--- src/rtl/dr_alm_pkg.sv ---
// Shared widths, stage payload structs and the t clamp for the pipelined DR-ALM.
// Struct widths follow the package configuration; the top's parameters default to it.
package dr_alm_pkg;
  localparam int DR_DWIDTH = 16;
  localparam int DR_T_MAX  = 8;
  localparam int DR_TAG_W  = 4;

  localparam int K_W = $clog2(DR_DWIDTH);
  localparam int T_W = $clog2(DR_T_MAX + 1);
  localparam int P_W = 2 * DR_DWIDTH;

  typedef struct packed {
    logic                sign;
    logic                zero;
    logic [K_W-1:0]      ka;
    logic [K_W-1:0]      kb;
    logic [DR_T_MAX-1:0] xa;
    logic [DR_T_MAX-1:0] xb;
    logic [T_W-1:0]      t;
    logic [DR_TAG_W-1:0] tag;
  } s1_t;

  typedef struct packed {
    logic                sign;
    logic                zero;
    logic [K_W:0]        k;
    logic [DR_T_MAX:0]   s;
    logic [T_W-1:0]      t;
    logic [DR_TAG_W-1:0] tag;
  } s2_t;

  function automatic logic [T_W-1:0] clamp_t(input logic [T_W-1:0] t);
    if (t < T_W'(2))        return T_W'(2);
    if (t > T_W'(DR_T_MAX)) return T_W'(DR_T_MAX);
    return t;
  endfunction
endpackage

--- src/rtl/dr_alm_trunc.sv ---
// One operand of stage 1: exact magnitude, leading-one position, normalise,
// then keep t-1 bits below the leading one with a trailing 1 appended.
module dr_alm_trunc #(
  parameter  int DWIDTH = 16,
  parameter  int T_MAX  = 8,
  localparam int K_W    = $clog2(DWIDTH),
  localparam int T_W    = $clog2(T_MAX + 1)
) (
  input  logic [DWIDTH-1:0] i_v,
  input  logic [T_W-1:0]    i_t,
  output logic [K_W-1:0]    o_k,
  output logic [T_MAX-1:0]  o_x,
  output logic              o_zero
);
  logic [DWIDTH-1:0] w_abs, w_norm, w_frac, w_mask;

  // Unsigned negate keeps -2^(DWIDTH-1) as 2^(DWIDTH-1).
  assign w_abs = i_v[DWIDTH-1] ? -i_v : i_v;

  always_comb begin
    o_k = '0;
    for (int i = 0; i < DWIDTH; i++)
      if (w_abs[i]) o_k = K_W'(i);
  end

  assign w_norm = w_abs << (K_W'(DWIDTH - 1) - o_k);
  // Top t bits of the normalised value; short operands get zeros shifted in.
  assign w_frac = w_norm >> (DWIDTH - int'(i_t));
  assign w_mask = (DWIDTH'(1) << (int'(i_t) - 1)) - DWIDTH'(1);
  assign o_x    = T_MAX'(((w_frac & w_mask) << 1) | DWIDTH'(1));
  assign o_zero = (i_v == '0);
endmodule

--- src/rtl/dr_alm_pipe.sv ---
// Three-stage elastic DR-ALM: truncate | add | antilog+sign, valid/ready at both ends.
module dr_alm_pipe
  import dr_alm_pkg::*;
#(
  parameter int DWIDTH = DR_DWIDTH,
  parameter int T_MAX  = DR_T_MAX,
  parameter int TAG_W  = DR_TAG_W
) (
  input  logic                       i_clk,
  input  logic                       i_rst,
  input  logic                       i_valid,
  output logic                       o_ready,
  input  logic [DWIDTH-1:0]          i_a,
  input  logic [DWIDTH-1:0]          i_b,
  input  logic [$clog2(T_MAX+1)-1:0] i_t,
  input  logic [TAG_W-1:0]           i_tag,
  output logic                       o_valid,
  input  logic                       i_ready,
  output logic [2*DWIDTH-1:0]        o_z,
  output logic [TAG_W-1:0]           o_tag
);
  logic                r_v1, r_v2, r_v3;
  s1_t                 r_s1;
  s2_t                 r_s2;
  logic [P_W-1:0]      r_z;
  logic [TAG_W-1:0]    r_tag;
  logic                w_adv1, w_adv2, w_adv3;
  logic [T_W-1:0]      w_t;
  logic [K_W-1:0]      w_ka, w_kb;
  logic [T_MAX-1:0]    w_xa, w_xb;
  logic                w_za, w_zb;
  s1_t                 w_s1;
  s2_t                 w_s2;
  logic                w_ovf;
  logic [T_MAX:0]      w_m;
  logic [K_W:0]        w_e;
  logic [P_W-1:0]      w_p, w_z;

  // A stage moves when it is empty or the next one takes its contents.
  assign w_adv3  = !r_v3 || i_ready;
  assign w_adv2  = !r_v2 || w_adv3;
  assign w_adv1  = !r_v1 || w_adv2;
  assign o_ready = w_adv1;
  assign o_valid = r_v3;
  assign o_z     = r_z;
  assign o_tag   = r_tag;

  assign w_t = clamp_t(i_t);

  dr_alm_trunc #(.DWIDTH(DWIDTH), .T_MAX(T_MAX)) u_trunc_a (
    .i_v(i_a), .i_t(w_t), .o_k(w_ka), .o_x(w_xa), .o_zero(w_za));
  dr_alm_trunc #(.DWIDTH(DWIDTH), .T_MAX(T_MAX)) u_trunc_b (
    .i_v(i_b), .i_t(w_t), .o_k(w_kb), .o_x(w_xb), .o_zero(w_zb));

  assign w_s1 = '{sign: i_a[DWIDTH-1] ^ i_b[DWIDTH-1], zero: w_za | w_zb,
                  ka: w_ka, kb: w_kb, xa: w_xa, xb: w_xb, t: w_t, tag: i_tag};

  assign w_s2 = '{sign: r_s1.sign, zero: r_s1.zero,
                  k: {1'b0, r_s1.ka} + {1'b0, r_s1.kb},
                  s: {1'b0, r_s1.xa} + {1'b0, r_s1.xb},
                  t: r_s1.t, tag: r_s1.tag};

  // S >= 2^t means the mantissa sum carried into the next binade.
  always_comb begin
    w_ovf = (r_s2.s >> r_s2.t) != '0;
    w_m   = w_ovf ? r_s2.s : r_s2.s + ((T_MAX+1)'(1) << r_s2.t);
    w_e   = r_s2.k + (K_W+1)'(w_ovf);
    if (int'(w_e) >= int'(r_s2.t))
      w_p = P_W'(w_m) << (int'(w_e) - int'(r_s2.t));
    else
      w_p = P_W'(w_m) >> (int'(r_s2.t) - int'(w_e));
    w_z = r_s2.zero ? '0 : (r_s2.sign ? -w_p : w_p);
  end

  always_ff @(posedge i_clk) begin
    if (i_rst) begin
      r_v1  <= 1'b0;
      r_v2  <= 1'b0;
      r_v3  <= 1'b0;
      r_s1  <= '0;
      r_s2  <= '0;
      r_z   <= '0;
      r_tag <= '0;
    end else begin
      if (w_adv1) begin
        r_v1 <= i_valid;
        if (i_valid) r_s1 <= w_s1;
      end
      if (w_adv2) begin
        r_v2 <= r_v1;
        if (r_v1) r_s2 <= w_s2;
      end
      if (w_adv3) begin
        r_v3 <= r_v2;
        if (r_v2) begin
          r_z   <= w_z;
          r_tag <= r_s2.tag;
        end
      end
    end
  end
endmodule

--- config.mk ---
export PLATFORM = sky130hd
export DESIGN_NAME = dr_alm_pipe
export DESIGN_NICKNAME = d
export VERILOG_FILES = /design/src/rtl/dr_alm_pkg.sv /design/src/rtl/dr_alm_trunc.sv /design/src/rtl/dr_alm_pipe.sv
export SDC_FILE = /design/constraint.sdc
export NUM_CORES = 1
export LEC_CHECK = 0
export ABC_AREA = 0
export BUFFER_PORTS_ARGS = -buffer_cell sky130_fd_sc_hd__buf_2
export CORE_ASPECT_RATIO = 0.6
export CORE_MARGIN = 3
export CORE_UTILIZATION = 40
export CTS_BUF_LIST = sky130_fd_sc_hd__clkbuf_4 sky130_fd_sc_hd__clkbuf_8 sky130_fd_sc_hd__clkbuf_16
export DETAILED_ROUTE_END_ITERATION = 8
export PLACE_DENSITY = 0.68
export SKIP_LAST_GASP = 1
export SLEW_MARGIN = 10
export SYNTH_ARGS = -nofsm -noshare
export SYNTH_HDL_FRONTEND = slang
export SYNTH_SLANG_ARGS = --single-unit
--- constraint.sdc ---
create_clock -name i_clk -period 6.79 [get_ports i_clk]
set_input_delay 1.358 -clock i_clk [delete_from_list [all_inputs] [get_ports i_clk]]
set_output_delay 1.358 -clock i_clk [all_outputs]
set_load 0.005 [all_outputs]
==> results of run 1 <==
## stage by stage
stage | setup slack (ns) | util [%] | power, W | hold WS [ns] | instance area [µm²]
after floorplan | 0.7024 | - | 0.001555 | 0.4291 | 10890
after global placement | 0.2051 | 44.10 | 0.001912 | 0.4312 | 11730
after detailed placement | -0.002867 | 44.10 | 0.001912 | 0.4394 | 11730
after CTS | 0.04490 | 45.30 | 0.002481 | 0.4490 | 12050
after global routing | 0.006755 | 45.36 | 0.002672 | 0.4638 | 12060
final | 0.2971 | 45.36 | 0.002545 | 0.4452 | 12060
## cell families after synthesis
kind of cell / Yosys count / share of synthesized area, %
xor+xnor: 83 / 6.677
flops: 95 / 17.47
simple gates: 577 / 25.64
other cells: 1 / 0.03444
compound gates: 545 / 35.60
fa+ha+maj: 38 / 4.712
buf+inv: 143 / 5.217
mux: 43 / 4.654
## state kept, by name, indices dropped and copies added (netlist names)
signal and count:
r_s1 33, o_z 32, r_s2 23, o_tag 4, o_valid 1, r_v1 1, r_v2 1
## path summary, 6_finish.rpt
check	start	to	slack, ns
worst max register to register	r_s2[4]	o_z[27]	0.30
worst max-delay path	r_s2[4]	o_z[27]	0.30
worst min register to register	o_z[22]	o_z[22]	0.45
worst min-delay path	o_z[22]	o_z[22]	0.45
## layer usage
metal  part of all wire (%)  vias up
li1                       -     5846
met1                     51     5811
met2                     34      667
met3                     14       35
met4                   0.58        2
met5                   0.22        -
## layout make-up
type	count	area (µm²)
Tap cell	360	450.4
Multi-Input combinational cell	1287	8443
Clock inverter	5	81.33
Inverter	41	153.9
Sequential cell	95	1904
Clock buffer	10	239.0
Timing Repair Buffer	132	788.3
Fill cell	2712	14530
## cells in the mapped netlist, types with 8 or more instances
library cell,instances
nor4_1,18
xor2_1,30
nand4_1,13
o211ai_1,17
or4_1,14
a211o_1,10
nand2b_1,12
o21ai_0,71
or2_2,14
nand3_1,39
a32oi_1,10
o41ai_1,9
a2111oi_0,8
mux2i_1,24
dfxtp_1,95
mux2_2,12
nor2_1,138
ha_1,33
a211oi_1,39
a31oi_1,23
or3_1,18
o31ai_1,24
a22oi_1,13
nor2b_1,13
nand2_1,185
and3_1,8
clkbuf_1,85
a21oi_1,127
and2_1,13
o21a_1,11
o21ai_1,21
o22ai_1,9
o31a_1,8
xnor2_1,53
a21o_1,14
a41oi_1,8
nor3_1,56
inv_1,39
## critical path, stage by stage (launching register included)
cell	delay, ns
dfxtp_2	0.46
mux2_4	0.33
o21a_1	0.24
nor4_4	0.33
inv_2	0.07
ha_1	0.22
ha_1	0.21
xor2_1	0.16
ha_1	0.45
nor2b_1	0.20
o21ai_0	0.22
nand2_1	0.19
buf_4	0.21
mux2_2	0.35
nor3_1	0.19
a221oi_2	0.37
nor3b_1	0.42
nand4_1	0.44
or3b_2	0.68
o41ai_1	0.33
xor2_1	0.19
o21ai_1	0.07
## repair_timing
item | in CTS | in global routing
endpoints found under the setup margin | 2 | 13
pin swaps | 0 | 0
hold endpoints to repair | 0 | 0
resized for setup | 1 | 4
## report_power, final
part / total (W) / switching [W] / internal [W] / leakage (nW)
Combinational: 0.00138 / 0.000907 / 0.000472 / 3.65
Sequential: 0.000602 / 0.0000197 / 0.000583 / 0.774
Clock: 0.000564 / 0.000232 / 0.000332 / 0.155
Total: 0.00254 / 0.00116 / 0.00139 / 4.58
## cells in the final DEF (no fill, tap or decap), drive strengths merged, types with 8 or more instances in the layout
cell type | Yosys | layout
a2111oi | 8 | 8
a211o | 10 | 10
a211oi | 40 | 40
a21o | 14 | 14
a21oi | 127 | 127
a22oi | 13 | 13
a31oi | 24 | 24
a32oi | 10 | 10
a41oi | 8 | 8
and2 | 13 | 13
and3 | 8 | 8
buf | 17 | 132
clkbuf | 85 | 10
dfxtp | 95 | 95
ha | 33 | 33
inv | 40 | 41
mux2 | 15 | 15
mux2i | 24 | 24
nand2 | 185 | 185
nand2b | 12 | 12
nand3 | 39 | 39
nand4 | 13 | 13
nor2 | 138 | 138
nor2b | 13 | 13
nor3 | 56 | 56
nor4 | 19 | 19
o211ai | 17 | 17
o21a | 12 | 12
o21ai | 92 | 92
o22ai | 9 | 9
o31a | 8 | 8
o31ai | 31 | 31
o41ai | 13 | 13
or2 | 16 | 16
or3 | 18 | 18
or4 | 14 | 14
xnor2 | 53 | 53
xor2 | 30 | 30
==> impl_metrics.toml, run 1 <==
[status]
outcome = "finished, final reports clean"

[sta]
period_needed_ns = 6.493
tns_ns = 0
fin_crit_sh_pct = 95.63
tightest_slew_ns = 0.8780
finalHoldViolations = 0
clock_skew_ns = 0.005947
maxSlewHeadroom_pct = 41.27
rsz0062_at_grt = "no"
drv_slew = 0
setup_viol = 0
max_freq_mhz = 154.0

[logic_synthesis]
synthArstFlopShare_pct = 0
syn_nets = 1607
synth_seq_cells = 95
synth.distinct_cells = 100
syn-cell-area_um2 = 10890
ys_seq_area_share_pct = 17.47
syn_inst = 1525
yosys.area.top_type = "dfxtp_1"
ys_warn_count = 0
avgSynthCellArea_um2 = 7.140
netlist.area_leader.share_pct = 17.47
synth_top_cells_by_area = "dfxtp_1 (17%), nand2_1 (6.4%), a21oi_1 (5.8%), nor2_1 (4.8%), xnor2_1 (4.3%)"
synth_edf_count = 0
synthFlopType = "dfxtp_1"

[clocking]
cts_tree = "done"
clk_latency_ns = 0.35
cts_buffer_depth = 2
postCtsHoldBufs = 0
ctsRootBufferMaster = "clkbuf_16"
cts_num_sinks = 95
htreeDepth = 3
clk_pin_slew_ns = 0.07
cts_setup_buffers = 0
cts_buffers = 9

[floorplanning]
core_region_area_um2 = 26590
rows = 46
die_w_um = 219.0
ios = 82
dieHeight_um = 133.8
die_area_um2 = 29300
initial_core_util_pct = 40.95

[layout]
drive_gt1_share_pct = 14.20
n_antenna_cell = 0
layout.cells.non_filler = 1930
nets = 1648
area_growth_pct = 10.77

[grt]
grt_max_degree = 79
grt_pass1_vias = 10650
grt_use_met2_pct = 28.88
track_usage_pct = 25.44
grt_use_met1_pct = 43.17
overflow = 0
grt_pass1_wl_mm = 60.25
use_met3_pct = 9.848
antenna_found_initial = 1
top_usage_layer = "met1"

[worst_setup_path]
criticalPathCategory = "flip-flop to flip-flop"
crit_required_ns = 7.01
cp-start-kind = "flip-flop"
worstRegToRegCells = 21
cp_max_fo = 11
critPathCaptureType = "flip-flop"
worstPathArrival_ns = 6.71

[drt]
routed_wl_mm = 38.40
avgViaCountPerCell = 6.405
ant_nets = 0
drc = 0
dr_total_vias = 12360
initialDrtViolationCount = 1623
firstDrtPassIters = 6
routedWlPerCell_um = 19.90

[power_and_ir_drop]
power_leakage_nw = 4.582
ir_worst_vdd_uv = 135.0
power_density_nw_per_um2 = 211.0

[place]
gp_congestion = 1.036
place.detailed.hpwl_mm = 30.64
dp.cells = 1915
placement.io_buffers = 81

[job]
maxCapViolCount = 0

[hold_path]
hold_depth = 2
hold_class = "flip-flop to flip-flop"
(Power assumes the default switching activity.)
==> run 2, diff against run 1 <==
--- a/config.mk
+++ b/config.mk
@@ -9,10 +9,10 @@
 export BUFFER_PORTS_ARGS = -buffer_cell sky130_fd_sc_hd__buf_2
 export CORE_ASPECT_RATIO = 0.6
 export CORE_MARGIN = 3
-export CORE_UTILIZATION = 40
+export CORE_UTILIZATION = 30
 export CTS_BUF_LIST = sky130_fd_sc_hd__clkbuf_4 sky130_fd_sc_hd__clkbuf_8 sky130_fd_sc_hd__clkbuf_16
 export DETAILED_ROUTE_END_ITERATION = 8
-export PLACE_DENSITY = 0.68
+export PLACE_DENSITY = 0.57
 export SKIP_LAST_GASP = 1
 export SLEW_MARGIN = 10
 export SYNTH_ARGS = -nofsm -noshare
==> run 2 against run 1 <==
Clock power grew 4%. Total power grew 0.42%. Global-route usage shrank 5.6 points. Wire length grew 3.2%. Final area grew 1.3%. Sequential power is essentially flat. Clock skew grew 0.0057 ns. Count of clock-buffer cells in the layout grew 1.
==> impl_metrics.toml, run 2 (synthesis gave the netlist of run 1 again) <==
[status]
outcome = "finished, final reports clean"

[drt]
routedWlPerCell_um = 19.43
firstDrtPassIters = 8
dr_total_vias = 12390
avgViaCountPerCell = 6.077
routed_wl_mm = 39.62
initialDrtViolationCount = 1853
ant_nets = 0
drc = 0

[place]
placement.io_buffers = 81
place_ws_ns = 0.3162
gp_congestion = 0.9893
place.detailed.hpwl_mm = 31.57

[worst_setup_path]
criticalPathCategory = "flip-flop to flip-flop"
slowest_delay_ns = 0.69
r2r_slack_ns = 0.45
crit_top_cell = "ha_1"
critPathCaptureType = "flip-flop"
crit_required_ns = 7.00
cp_max_fo = 11
slowest_stage = "or4_1"
r2r_start = "r_s2[4]"
worstPathArrival_ns = 6.55
cp-start-kind = "flip-flop"
worstRegToRegCells = 21
crit_chain = "mux2_4 > o21a_1 > nor4_4 > inv_2 > ha_1 > ha_1 > xor2_1 > ha_1 > o21a_1 > o31a_1 > o31ai_1 > buf_4 > nand2b_1 > o32ai_1 > o211ai_1 > a41o_1 > nand4b_1 > or4_1 > o31ai_1 > xnor2_1 > o21ai_1"
cp_top_family = "compound AO/OA/AOI/OAI gates"
critPathBufInv = 2
crit-reg2reg-capture = "o_z[17]"

[clocking]
cts_buffers = 9
cts_buffer_depth = 2
postCtsHoldBufs = 0
ctsRootBufferMaster = "clkbuf_16"
cts_setup_buffers = 0
htreeDepth = 3
cts_repair_resize_count = 0
cts_num_sinks = 95
clk_pin_slew_ns = 0.07
clk_latency_ns = 0.36
cts_tree = "done"

[layout]
final_cell_mix = "nand2_1 (185), nor2_1 (138), a21oi_1 (127), dfxtp_1 (93), buf_2 (81)"
area_growth_pct = 12.17
largest_reg_flops = 33
top_register = "r_s1"
drive_gt1_share_pct = 14.25
n_antenna_cell = 0
mostFrequentLayoutCell = "nand2_1"
nets = 1649

[sta]
max_freq_mhz = 157.8
clock_skew_ns = 0.01164
maxSlewHeadroom_pct = 34.42
tightest_slew_ns = 0.9806
fin_ws_ns = 0.4518
period_needed_ns = 6.338
drv_slew = 0
finalHoldViolations = 0
fin_crit_sh_pct = 93.35
rsz0062_at_grt = "no"
tns_ns = 0
setup_viol = 0

[hold_path]
hp-start = "r_s1[4]"
hold_class = "flip-flop to flip-flop"
hold_depth = 2
whs_endpoint = "r_s2[4]"

[floorplanning]
initial_core_util_pct = 30.75
die_area_um2 = 38690
rows = 53
die_w_um = 251.9
core_region_area_um2 = 35410
ios = 82
dieHeight_um = 153.6

[grt]
overflow = 0
track_usage_pct = 19.84
grt_max_degree = 78
grt_pass1_vias = 10890
antenna_found_initial = 2
grt_pass1_wl_mm = 62.45

[power_and_ir_drop]
p_total_w = 0.002556
power_density_nw_per_um2 = 209.3
power_leakage_nw = 4.598
ir_worst_vdd_uv = 113.1

[job]
maxCapViolCount = 0
==> run 2: cell types whose count changed in the layout (fill, tap and decap cells not counted), sizes merged <==
cell / delta
inv: +1
clkinvlp: -1
clkbuf: +1
buf: +1
==> run 2: worst max-delay path by stage <==
stage | endpoint | slack [ns] | depth (start not counted) | start
2_1_floorplan | o_z[26] | 0.70 | 22 | r_s2[4]
3_3_place_gp | o_z[26] | 0.42 | 19 | r_s2[4]
3_5_place_dp | o_z[30] | 0.32 | 21 | r_s2[4]
4_1_cts | o_z[30] | 0.29 | 23 | r_s2[4]
5_1_grt | o_z[27] | 0.05 | 24 | r_s2[4]
6_report | o_z[17] | 0.45 | 21 | r_s2[4]
==> run 2: worst reg2reg max path: stages (launching register included) <==
cell and delay (ns):
dfxtp_2 0.47, mux2_4 0.33, o21a_1 0.24, nor4_4 0.33, inv_2 0.07, ha_1 0.22
ha_1 0.22, xor2_1 0.20, ha_1 0.29, o21a_1 0.20, o31a_1 0.19, o31ai_1 0.45
buf_4 0.22, nand2b_1 0.23, o32ai_1 0.14, o211ai_1 0.46, a41o_1 0.26, nand4b_1 0.20
or4_1 0.69, o31ai_1 0.38, xnor2_1 0.28, o21ai_1 0.10
==> run 2: layout make-up <==
cell class                 instances  area [µm²]
fill                            3838       23200
sequential                        95        1904
tap                              467       584.3
clock inverter                     5       86.33
multi-input combinational       1287        8436
clock buffer                      11       252.7
timing repair buffer             133       795.8
inverter                          41       153.9
==> run 2: through the flow <==
stage	instance area [µm²]	utilization [%]	hold WS (ns)	cells
after floorplan	10890	-	0.4291	1525
after global placement	11870	33.51	0.4311	2023
after detailed placement	11870	33.51	0.4340	2023
after CTS	12210	34.47	0.4450	2039
after global routing	12210	34.49	0.4717	2039
final	12210	34.49	0.4430	2039
==> run 2: per-layer routing <==
| layer | global-route usage, % | up-vias | share of wire [%] |
|---|---|---|---|
| li1 | - | 5841 | - |
| met1 | 33.52 | 5873 | 53 |
| met2 | 23.64 | 637 | 35 |
| met3 | 5.968 | 41 | 12 |
| met4 | 2.441 | 0 | 0.92 |
| met5 | 0 | - | 0 |
==> run 2: power by group <==
group          leakage, nW  switching, W  internal [W]
clock                0.167      0.000238      0.000347
sequential           0.774     0.0000201      0.000582
combinational         3.66      0.000901      0.000468
total                 4.60       0.00116       0.00140
==> run 3, diff against run 2 <==
--- a/config.mk
+++ b/config.mk
@@ -5,7 +5,7 @@
 export SDC_FILE = /design/constraint.sdc
 export NUM_CORES = 1
 export LEC_CHECK = 0
-export ABC_AREA = 0
+export ABC_AREA = 1
 export BUFFER_PORTS_ARGS = -buffer_cell sky130_fd_sc_hd__buf_2
 export CORE_ASPECT_RATIO = 0.6
 export CORE_MARGIN = 3
==> run 3 against run 2 <==
Sequential share of layout area grew 1.5 points. Synthesized cell count grew 15%. Critical path depth up 9. Count of clock-buffer cells in the layout fell by 1. Critical path type unchanged. Sequential power rose by 3.6%. Fmax rose by 10%.
==> impl_metrics.toml, run 3 <==
[sta]
rsz0062_at_grt = "no"
tightest_slew_ns = 0.9435
drv_slew = 0
clock_skew_ns = 0.009016
tns_ns = 0
finalHoldViolations = 0
max_freq_mhz = 173.6
period_needed_ns = 5.759
fin_crit_sh_pct = 84.82
setup_viol = 0
maxSlewHeadroom_pct = 37.03

[logic_synthesis]
ys_warn_count = 0
syn_inst = 1760
synth_seq_cells = 95
ys_seq_area_share_pct = 18.80
synth.distinct_cells = 54
synth_commonest_cells = "nand2_1 (488), nand3_1 (305), inv_1 (173)"
syn_nets = 1842
yosysMostFrequentCell = "nand2_1"
syn-cell-area_um2 = 10110
avgSynthCellArea_um2 = 5.747
netlist.area_leader.share_pct = 18.80
synth_top_cells_by_area = "dfxtp_1 (19%), nand2_1 (18%), nand3_1 (15%), inv_1 (6.4%), nor2_1 (6.0%)"
yosys.area.top_type = "dfxtp_1"
synth_edf_count = 0
synthArstFlopShare_pct = 0
synthFlopType = "dfxtp_1"

[power_and_ir_drop]
clkPwrFrac_pct = 17.5
ir_worst_vdd_uv = 129.2
switchingPower_w = 0.001521
power_density_nw_per_um2 = 257.6
power_leakage_nw = 5.606
p_comb_share_pct = 60.7
internal_power_w = 0.001338
p_sw_share_pct = 53.21
seqPwrFrac_pct = 21.9

[clocking]
clk_latency_ns = 0.37
htreeDepth = 3
cts_setup_buffers = 0
cts_repair_resize_count = 0
cts_buffers = 9
postCtsHoldBufs = 0
clk_pin_slew_ns = 0.07
ctsRootBufferMaster = "clkbuf_16"
cts_num_sinks = 95
cts_buffer_depth = 2
cts_tree = "done"

[floorplanning]
initial_core_util_pct = 30.84
dieHeight_um = 148.2
die_area_um2 = 36030
rows = 51
ios = 82
die_w_um = 243.1
core_region_area_um2 = 32800

[worst_setup_path]
criticalPathCategory = "flip-flop to flip-flop"
worstPathArrival_ns = 6.06
crit_required_ns = 7.09
cp-start-kind = "flip-flop"
cp_max_fo = 24
critPathBufInv = 2
slowest_delay_ns = 0.63
cp_top_family = "simple AND/OR/NAND/NOR gates"
slowest_stage = "nand2_1"
crit_top_cell = "nand3_1"
r2r_slack_ns = 1.03
critPathCaptureType = "flip-flop"

[drt]
initialDrtViolationCount = 1214
ant_nets = 0
drc = 0
routed_wl_mm = 35.20
firstDrtPassIters = 5
avgViaCountPerCell = 5.149
routedWlPerCell_um = 15.66
dr_total_vias = 11580

[grt]
overflow = 0
grt_use_met2_pct = 23.54
top_usage_layer = "met1"
grt_pass1_wl_mm = 55.76
grt_use_met1_pct = 32.20
grt_max_degree = 63
track_usage_pct = 19.23
grt_pass1_vias = 9976
antenna_found_initial = 0
use_met3_pct = 4.775

[layout]
n_fill_cell = 3761
largest_reg_flops = 33
nets = 1875
layout.cells.non_filler = 2248
mostFrequentLayoutCell = "nand2_1"
area_growth_pct = 9.747
final_cell_mix = "nand2_1 (488), nand3_1 (305), inv_1 (173), nor2_1 (163), a21oi_1 (99)"
top_register = "r_s1"
n_antenna_cell = 0
drive_gt1_share_pct = 11.40

[job]
maxCapViolCount = 0

[hold_path]
hold_class = "flip-flop to flip-flop"

[place]
place.detailed.hpwl_mm = 28.56
dp.cells = 2232
placement.io_buffers = 81
gp_congestion = 0.9839

[status]
outcome = "finished, final reports clean"
run 3: cell count changes in the layout (fill, tap and decap cells not counted), sizes merged, moves of 28 or more:
| cell | delta |
|---|---|
| a211oi | -38 |
| buf | -40 |
| inv | +145 |
| nand2 | +333 |
| nand3 | +289 |
| nand4 | +30 |
| nor2 | +44 |
| nor3 | -47 |
| o31ai | -28 |
| xnor2 | -48 |
run 3: per-stage QoR:
step / setup slack (ns) / utilization [%] / hold WS [ns] / total power (W) / cell area, µm²
2_1_floorplan: 2.319 / - / 0.4491 / 0.001896 / 10110
3_3_place_gp: 1.398 / 33.00 / 0.4518 / 0.002310 / 10820
3_5_place_dp: 1.196 / 33.00 / 0.4527 / 0.002309 / 10820
4_1_cts: 1.177 / 33.84 / 0.4637 / 0.002825 / 11100
5_1_grt: 0.4851 / 33.84 / 0.4770 / 0.003081 / 11100
6_report: 1.031 / 33.84 / 0.4621 / 0.002859 / 11100
run 3: final cells by class:
class	count	area [µm²]	share of cell area (%)
multi-input combinational	1405	7152	64.43
sequential	95	1902	17.13
inverter	189	711.9	6.413
tap	450	563.0	5.072
timing repair buffer	93	495.5	4.463
clock buffer	10	232.7	2.096
clock inverter	6	43.79	0.3945
run 3: power groups by stage:
stage               sequential (W)  clock (W)  combinational (W)
global placement          0.000636          0            0.00167
floorplan                 0.000626          0            0.00127
finish                    0.000625   0.000500            0.00173
detailed placement        0.000637          0            0.00167
global route              0.000629   0.000532            0.00192
CTS                       0.000624   0.000519            0.00168
run 3: final timing paths:
path,from,to,depth (start not counted)
min,o_z[11],o_z[11],2
max reg2reg,r_s2[5],o_z[16],30
max,r_s2[5],o_z[16],30
min reg2reg,o_z[11],o_z[11],2
run 3: metal layers:
metal | part of all wire, % | wire, µm
met1 | 54 | 19180
met2 | 35 | 12240
met3 | 9.7 | 3429
met4 | 0.74 | 261
met5 | 0.26 | 92
run 3: worst min-delay path, delay by kind of cell, from the launching register on:
kind | cells | cell delay, ns
AND/OR/NAND/NOR | 1 | 0.06
flip-flops | 1 | 0.31
AO/OA/AOI/OAI | 1 | 0.05
run 3: cells by family after synthesis:
| kind of cell | count (synthesis) | synth area share, % |
|---|---|---|
| AO/OA/AOI/OAI | 232 | 12.56 |
| XOR/XNOR | 33 | 2.932 |
| adder cells (fa/ha/maj) | 38 | 5.072 |
| buffers and inverters | 260 | 10.49 |
| flip-flops | 95 | 18.80 |
| other | 1 | 0.03707 |
| AND/OR/NAND/NOR | 1101 | 50.11 |
